===== config.mk =====
export PLATFORM = sky130hd
export DESIGN_NAME = pwm_multi_fader
export DESIGN_NICKNAME = d
export VERILOG_FILES = /design/src/rtl/pwm_fader_pkg.sv /design/src/rtl/pwm_fade_channel.sv /design/src/rtl/pwm_multi_fader.sv
export SDC_FILE = /design/constraint.sdc
export NUM_CORES = 1
export LEC_CHECK = 0
export BUFFER_PORTS_ARGS = -buffer_cell sky130_fd_sc_hd__buf_2
export CAP_MARGIN = 40
export CORE_UTILIZATION = 50
export DETAILED_ROUTE_END_ITERATION = 10
export MAX_ROUTING_LAYER = met4
export PLACE_DENSITY = 0.76
export SYNTH_ARGS = -nofsm -noshare
export SYNTH_HDL_FRONTEND = slang
export SYNTH_SLANG_ARGS = --single-unit

===== constraint.sdc =====
create_clock -name clk -period 5.74 [get_ports clk]
set_input_delay 0.574 -clock clk [delete_from_list [all_inputs] [get_ports clk]]
set_output_delay 0.574 -clock clk [all_outputs]
set_load 0.01 [all_outputs]

===== src/rtl/pwm_fader_pkg.sv =====
// Shared definitions for the multi-channel PWM LED fader.
// Holds the per-channel mode encoding.
package pwm_fader_pkg;

    typedef enum logic [1:0] {
        MODE_HOLD    = 2'd0,
        MODE_UP      = 2'd1,
        MODE_DOWN    = 2'd2,
        MODE_BREATHE = 2'd3
    } mode_t;

endpackage


===== src/rtl/pwm_fade_channel.sv =====
// One fader channel: duty/direction state, ramp logic, led compare.
// Optional gamma stage enabled by PWM_MULTI_FADER_GAMMA_EN.
module pwm_fade_channel
    import pwm_fader_pkg::*;
#(
    parameter int WIDTH = 8,
    parameter int STEP  = 1
) (
    input  logic             clk,
    input  logic             rst,
    input  logic             fade_tick,
    input  logic             en,
    input  mode_t            mode,
    input  logic [WIDTH-1:0] pwm_cnt,
    output logic             led,
    output logic             dir,
    output logic             done
);

    localparam logic [WIDTH-1:0] MAX    = {WIDTH{1'b1}};
    localparam logic [WIDTH-1:0] STEP_W = WIDTH'(STEP);
    localparam logic [WIDTH:0]   MAX_X  = {1'b0, MAX};
    localparam logic [WIDTH:0]   STEP_X = (WIDTH+1)'(STEP);

    logic [WIDTH-1:0] duty;
    logic [WIDTH-1:0] duty_nxt;
    logic [WIDTH-1:0] duty_eff;
    logic             dir_nxt;
    logic             done_nxt;
    logic [WIDTH:0]   up_sum;
    logic [WIDTH-1:0] up_sat;
    logic [WIDTH-1:0] dn_sat;

    // Saturating one-step moves in both directions
    always_comb begin
        up_sum = {1'b0, duty} + STEP_X;
        up_sat = (up_sum >= MAX_X) ? MAX : up_sum[WIDTH-1:0];
        dn_sat = ({1'b0, duty} <= STEP_X) ? '0 : duty - STEP_W;
    end

    // Next duty/dir/done, only on an enabled fade tick
    always_comb begin
        duty_nxt = duty;
        dir_nxt  = dir;
        done_nxt = 1'b0;
        if (fade_tick && en) begin
            unique case (mode)
                MODE_HOLD: begin
                end
                MODE_UP: begin
                    duty_nxt = up_sat;
                    dir_nxt  = 1'b1;
                    done_nxt = (duty != MAX) && (up_sat == MAX);
                end
                MODE_DOWN: begin
                    duty_nxt = dn_sat;
                    dir_nxt  = 1'b0;
                    done_nxt = (duty != '0) && (dn_sat == '0);
                end
                MODE_BREATHE: begin
                    if (dir) begin
                        duty_nxt = up_sat;
                        dir_nxt  = (up_sat != MAX);
                    end else begin
                        duty_nxt = dn_sat;
                        dir_nxt  = (dn_sat == '0);
                    end
                end
            endcase
        end
    end

    // Channel state register
    always_ff @(posedge clk) begin
        if (rst) begin
            duty <= '0;
            dir  <= 1'b1;
            done <= 1'b0;
        end else begin
            duty <= duty_nxt;
            dir  <= dir_nxt;
            done <= done_nxt;
        end
    end

`ifdef PWM_MULTI_FADER_GAMMA_EN
    logic [WIDTH-1:0] gamma_q;

    // Squared duty, upper half kept: rough perceptual correction
    always_ff @(posedge clk) begin
        if (rst) begin
            gamma_q <= '0;
        end else begin
            gamma_q <= WIDTH'(((2*WIDTH)'(duty) * (2*WIDTH)'(duty)) >> WIDTH);
        end
    end

    assign duty_eff = gamma_q;
`else
    assign duty_eff = duty;
`endif

    // Registered PWM compare, forced low while disabled
    always_ff @(posedge clk) begin
        if (rst) begin
            led <= 1'b0;
        end else begin
            led <= en && (pwm_cnt < duty_eff);
        end
    end

endmodule


===== src/rtl/pwm_multi_fader.sv =====
// N-channel PWM LED fader: shared PWM counter and fade prescaler.
// Build option PWM_MULTI_FADER_GAMMA_EN adds a squared-duty stage.
module pwm_multi_fader
    import pwm_fader_pkg::*;
#(
    parameter int N_CH     = 4,
    parameter int WIDTH    = 8,
    parameter int FADE_DIV = 10000,
    parameter int STEP     = 1
) (
    input  logic              clk,
    input  logic              rst,
    input  logic [N_CH-1:0]   en,
    input  logic [2*N_CH-1:0] mode,
    output logic [N_CH-1:0]   led,
    output logic [N_CH-1:0]   dir,
    output logic [N_CH-1:0]   done,
    output logic              fade_tick
);

    localparam int PW = (FADE_DIV > 2) ? $clog2(FADE_DIV) : 1;
    localparam logic [PW-1:0] PRESC_LAST = PW'(FADE_DIV - 1);

    logic [WIDTH-1:0] pwm_cnt;
    logic [PW-1:0]    presc;

    // Free-running PWM counter, prescaler and fade tick pulse
    always_ff @(posedge clk) begin
        if (rst) begin
            pwm_cnt   <= '0;
            presc     <= '0;
            fade_tick <= 1'b0;
        end else begin
            pwm_cnt <= pwm_cnt + WIDTH'(1);
            if (presc == PRESC_LAST) begin
                presc     <= '0;
                fade_tick <= 1'b1;
            end else begin
                presc     <= presc + PW'(1);
                fade_tick <= 1'b0;
            end
        end
    end

    for (genvar i = 0; i < N_CH; i++) begin : g_ch
        pwm_fade_channel #(
            .WIDTH (WIDTH),
            .STEP  (STEP)
        ) u_ch (
            .clk       (clk),
            .rst       (rst),
            .fade_tick (fade_tick),
            .en        (en[i]),
            .mode      (mode_t'(mode[2*i +: 2])),
            .pwm_cnt   (pwm_cnt),
            .led       (led[i]),
            .dir       (dir[i]),
            .done      (done[i])
        );
    end

endmodule


==> qor.txt, run 1 <==
top_reg_cell synth -> dfxtp_1
Final Cycle Share -> 48.50%
critical path peak fanout -> 16
Clock Path Buffers -> 2
dpl ws -> 3.015 ns
hold crit path type -> register to register
RSZ-0062 raised after global routing -> false
Post-DP Area -> 5956 um^2
Reg area -> 1341 um^2
first-pass GRT wire length -> 25190 um
Root Buffer -> clkbuf_16
grt total ovfl -> 0
leading area contributor after synthesis -> dfxtp_1
CTS tree -> built
drt total wl -> 15040 um
port bufs -> 26
CP Capture Type -> register
Slew headroom -> 44.30%
post-synth cell types -> 79
final setup fails -> 0
syn nets -> 849
max_cap viols -> 0
fmax -> 359.2 MHz
chip width -> 110.7 um
Layout Skew -> 0.009170 ns
post-synth design cell area -> 5907 um^2
CP Data Arrival Time -> 3.02 ns
largest net degree at the start of global routing -> 52
Mapped Cells -> 771
core area -> 11470 um^2
Fin. Hold Viols -> 0
asr flop ratio synth -> 0%
Least-Margin Pin Slew -> 0.8325 ns
Routed Antenna Nets -> 0
Pins Over Slew Limit -> 0
die extent in y -> 110.7 um
status -> finished clean
post-DP HPWL -> 10700 um
Commonest cells post-synth -> nor2_1 (80), dfxtp_1 (67), ha_1 (64)
Max IR drop VDD -> 265.0 uV
num rows -> 39
most frequent cell after synthesis -> nor2_1
Fillers -> 1088
CP Launch Type -> register
kind of critical path -> register to register
WP data required -> 5.98 ns
drt pass-1 iters -> 7
Final Power -> 1.099 mW
vias per cell -> 6.278
hold slack -> 0.4447 ns
Worst-Skew Late Latency -> 0.35 ns
routed via count -> 5669
Post-synth EDFFs -> 0
post-synth top area share -> 22.71%
area grow syn2layout -> 5.613%
Seq/Total Area, Yosys -> 22.71%
antenna cells -> 0
Starting Density -> 51.51%
area of the multi-input gates -> 4110 um^2
vias in the first global route -> 5272
Remaining DRCs -> 0
gr usage total -> 25.50%
Setup WS post-layout -> 2.956 ns
minimum clock period -> 2.784 ns
Iter 0 DRT Violations -> 438
Reg clk slew, reported paths -> 0.06 ns
Power Dens Cells -> 176.2 nW/um^2
PostCTS Resize Cnt -> 0
TritonCTS Sinks -> 67
static leakage -> 2.339 nW
DR WL/cell -> 16.65 um
Die ar. -> 12250 um^2
CTS Hold Bufs -> 0
layout cells sized above 1 -> 8.553%
ranking of synthesized cells by area -> dfxtp_1 (23%), ha_1 (14%), nor2_1 (5.1%)
Ys Warns -> 0
antenna violations before repair -> 0
CTS H-tree lvls -> 3
FF-to-FF path depth -> 8
TNS Setup -> 0 ns
CTS Buf Count -> 9
#FFs+latches synth -> 67
# IOs -> 27
post-CTS setup repair buffer count -> 0
Nets -> 835
Final Instance Area -> 6238 um^2
syn avg cell area -> 7.661 um^2
GP Congestion -> 0.9301
hold path depth -> 1
path summary, 6_finish.rpt:
kind	startpoint	endpoint	slack, ns
hold reg to reg	presc[0]	presc[0]	0.44
setup / recovery	g_ch[0].u_ch.duty[0]	g_ch[0].u_ch.duty[3]	2.96
setup reg to reg	g_ch[0].u_ch.duty[0]	g_ch[0].u_ch.duty[3]	2.96
hold / removal	presc[0]	presc[0]	0.44
routing by layer:
metal | part of all wire, % | track usage, % | vias up
li1 | - | - | 2791
met1 | 46 | 32.36 | 2673
met2 | 48 | 40.99 | 186
met3 | 5.0 | 5.085 | 19
met4 | 1.3 | 7.556 | 0
met5 | 0 | - | -
cells in the final DEF, fill, tap and decap left out, types with 9 or more instances in the layout:
cell       instances
nor2_1            80
dfxtp_1           67
ha_1              64
nand2_1           50
o21ai_0           48
inv_1             47
a21oi_1           43
nand3_1           35
buf_2             26
nor3_1            18
xnor2_1           17
a21o_1            13
nor4_1            12
a31oi_1           12
and3_1            11
xor2_1            11
a211oi_1          10
or2_2              9
a221oi_1           9
o21bai_1           9
clkbuf_16          9
cell type report:
class / instances / share of cell area (%)
well taps: 143 / 2.868
repair buffers: 28 / 2.327
inverters: 48 / 2.888
multi-input cells: 603 / 65.88
clock buffers: 11 / 3.891
flip-flops and latches: 67 / 21.50
clock inverters: 3 / 0.6418
sequential cells by signal (all words and copies together) (netlist names):
| register | flops |
|---|---|
| presc | 14 |
| fade_tick | 1 |
| g_ch.u_ch.dir | 4 |
| g_ch.u_ch.duty | 32 |
| pwm_cnt | 8 |
| g_ch.u_ch.led | 4 |
| g_ch.u_ch.done | 4 |
report_power, final:
group	internal, mW	switching (mW)	leakage [nW]
Combinational	0.0301	0.0422	1.66
Sequential	0.470	0.00537	0.541
Clock	0.342	0.210	0.141
logic make-up after synthesis:
logic type,synth area share [%]
simple gates,23.94
xor+xnor,4.152
fa+ha+maj,13.56
compound gates,27.26
mux,0.6778
flops,22.71
buf+inv,7.710
critical path, cell delays in order, from the launching register on:
cell,delay (ns)
dfxtp_1,0.68
inv_1,0.14
ha_1,0.35
nor2_2,0.22
o32ai_2,0.18
or4_1,0.43
a32o_1,0.22
nor3b_1,0.13
a2111oi_1,0.32
per-stage QoR:
| stage | cells | utilization [%] |
|---|---|---|
| 6_report | 903 | 54.40 |
| 3_5_place_dp | 889 | 51.94 |
| 5_1_grt | 903 | 54.40 |
| 2_1_floorplan | 771 | - |
| 4_1_cts | 903 | 54.40 |
| 3_3_place_gp | 888 | 51.87 |
No activity file was read; power rests on OpenSTA's default activity.
==> run 2, diff against run 1 <==
==> constraint.sdc (replaced) <==
create_clock -name clk -period 2.9 [get_ports clk]
set_input_delay 0.29 -clock clk [delete_from_list [all_inputs] [get_ports clk]]
set_output_delay 0.29 -clock clk [all_outputs]
set_load 0.01 [all_outputs]
==> qor.txt, run 2 (same netlist as run 1, synthesis figures left out) <==
final setup fails -> 0
r2r setup slk -> 0.22 ns
static leakage -> 2.390 nW
TNS Setup -> 0 ns
wire length on met3 -> 961 um
Starting Density -> 51.51%
largest net degree at the start of global routing -> 40
Largest Register -> g_ch.u_ch.duty
Seq pwr share -> 41.4%
Metal-1 WL -> 6847 um
Worst R2R Start -> g_ch[1].u_ch.duty[1]
Least-Margin Pin Slew -> 0.9795 ns
Power Dens Cells -> 359.2 nW/um^2
PostCTS Resize Cnt -> 0
minimum clock period -> 2.678 ns
Iter 0 DRT Violations -> 482
Post-DP Area -> 6016 um^2
biggest regs -> g_ch.u_ch.duty: 32 flops, presc: 14 flops, pwm_cnt: 8 flops
TritonCTS Sinks -> 67
# IOs -> 27
area grow syn2layout -> 7.117%
Pins Over Slew Limit -> 0
Routed Antenna Nets -> 0
die extent in y -> 110.7 um
Clk network pwr share -> 52.1%
Finished Layout Cells -> 913
drt total wl -> 15470 um
capturing point of the worst reg2reg path -> g_ch[1].u_ch.duty[2]
drt pass-1 iters -> 7
Fillers -> 1075
num rows -> 39
Layout Skew -> 0.01023 ns
vias in the first global route -> 5617
CTS Hold Bufs -> 0
Final Cycle Share -> 92.36%
Final Instance Area -> 6327 um^2
antenna violations before repair -> 0
kind of critical path -> register to register
CP Data Arrival Time -> 2.94 ns
post-CTS setup repair buffer count -> 0
flip-flop count of the largest register after layout -> 32
Net Sw Frac -> 23.35%
slowest stage delay, CP -> 0.51 ns
FF-to-FF path depth -> 8
Gate power share -> 6.5%
chip width -> 110.7 um
crit path launch -> g_ch[1].u_ch.duty[1]
routed via count -> 5771
most frequent cells in the layout -> nor2_1 (80), dfxtp_1 (66), ha_1 (64), nand2_1 (50), o21ai_0 (48)
gr usage total -> 26.27%
RSZ-0062 raised after global routing -> false
internal cell power -> 1.742 mW
Finished Core Util -> 55.18%
Worst setup endpoint -> g_ch[1].u_ch.duty[2]
Psw -> 0.5308 mW
Max IR drop VDD -> 367.5 uV
Reg clk slew, reported paths -> 0.06 ns
placed insts -> 897
fmax -> 373.4 MHz
GP Congestion -> 0.9900
critical path peak fanout -> 15
post-DP HPWL -> 11090 um
CTS tree -> built
Clock Path Buffers -> 2
grt total ovfl -> 0
commonest non-fill, non-tap cell in the layout -> nor2_1
Final Power -> 2.273 mW
antenna cells -> 0
CP Launch Type -> register
Die ar. -> 12250 um^2
CTS Buf Count -> 9
max_cap viols -> 0
Nets -> 843
Remaining DRCs -> 0
CP Capture Type -> register
Fin. Hold Viols -> 0
Slew headroom -> 34.57%
status -> finished clean
first-pass GRT wire length -> 26010 um
uppermost routed layer -> met4
WP data required -> 3.16 ns
DR WL/cell -> 16.95 um
layout cells sized above 1 -> 9.740%
Worst-Skew Late Latency -> 0.35 ns
crit-path cells -> inv_1, ha_1, nor2_1, and4b_1, o21bai_1, o31ai_1, a22oi_1, a211oi_1
core area -> 11470 um^2
CP max-delay cell -> dfxtp_1
routed length on met2 -> 7221 um
Root Buffer -> clkbuf_16
vias per cell -> 6.321
CTS H-tree lvls -> 3
port bufs -> 26
hold crit path type -> input port to register
run 2: cell types whose count changed in the layout (fill, tap and decap cells not counted), sizes merged:
cell and change:
buf +8, bufinv +1, clkinvlp +1
run 2: layer usage:
metal | up-vias | GRT usage [%]
met3 | 38 | 3.773
met4 | 0 | 15.64
li1 | 2812 | -
met5 | - | -
met2 | 240 | 41.66
met1 | 2681 | 31.73
run 2: final cells by class:
| type | count | area, um^2 | area share, % |
|---|---|---|---|
| Inverter | 48 | 180.2 | 2.848 |
| Timing Repair Buffer | 36 | 205.2 | 3.243 |
| Clock inverter | 5 | 77.57 | 1.226 |
| Tap cell | 143 | 178.9 | 2.828 |
| Multi-Input combinational cell | 603 | 4110 | 64.96 |
| Clock buffer | 11 | 232.7 | 3.678 |
| Sequential cell | 67 | 1343 | 21.22 |
run 2: power groups by stage:
stage               Combinational [mW]  Clock, mW  Sequential, mW
floorplan                        0.102          0           0.958
global placement                 0.140          0           0.962
detailed placement               0.146          0           0.962
CTS                              0.147       1.20           0.942
global route                     0.164       1.23           0.943
finish                           0.147       1.18           0.942
run 2: critical path, delay by kind of cell, from the launching register on:
| family | cells | cell delay (ns) |
|---|---|---|
| compound gates | 4 | 1.13 |
| flops | 1 | 0.51 |
| simple gates | 2 | 0.47 |
| fa+ha+maj | 1 | 0.31 |
| buf+inv | 1 | 0.17 |
run 2: worst min-delay path by stage:
stage | start | slack [ns] | cells after the start | endpoint
floorplan | presc[0] | 0.41 | 1 | presc[0]
global placement | presc[0] | 0.43 | 1 | presc[0]
detailed placement | presc[0] | 0.44 | 1 | presc[0]
CTS | en[2] | 0.19 | 3 | g_ch[2].u_ch.led
global route | en[2] | 0.21 | 3 | g_ch[2].u_ch.led
finish | en[2] | 0.19 | 3 | g_ch[2].u_ch.led
run 2: metrics by stage:
| step | hold WS (ns) | worst slack (ns) |
|---|---|---|
| 6_report | 0.1940 | 0.2216 |
| 5_1_grt | 0.2095 | 0.08764 |
| 4_1_cts | 0.1866 | 0.2180 |
| 3_5_place_dp | 0.4410 | 0.2451 |
| 3_3_place_gp | 0.4274 | 0.4319 |
| 2_1_floorplan | 0.4132 | 0.3337 |
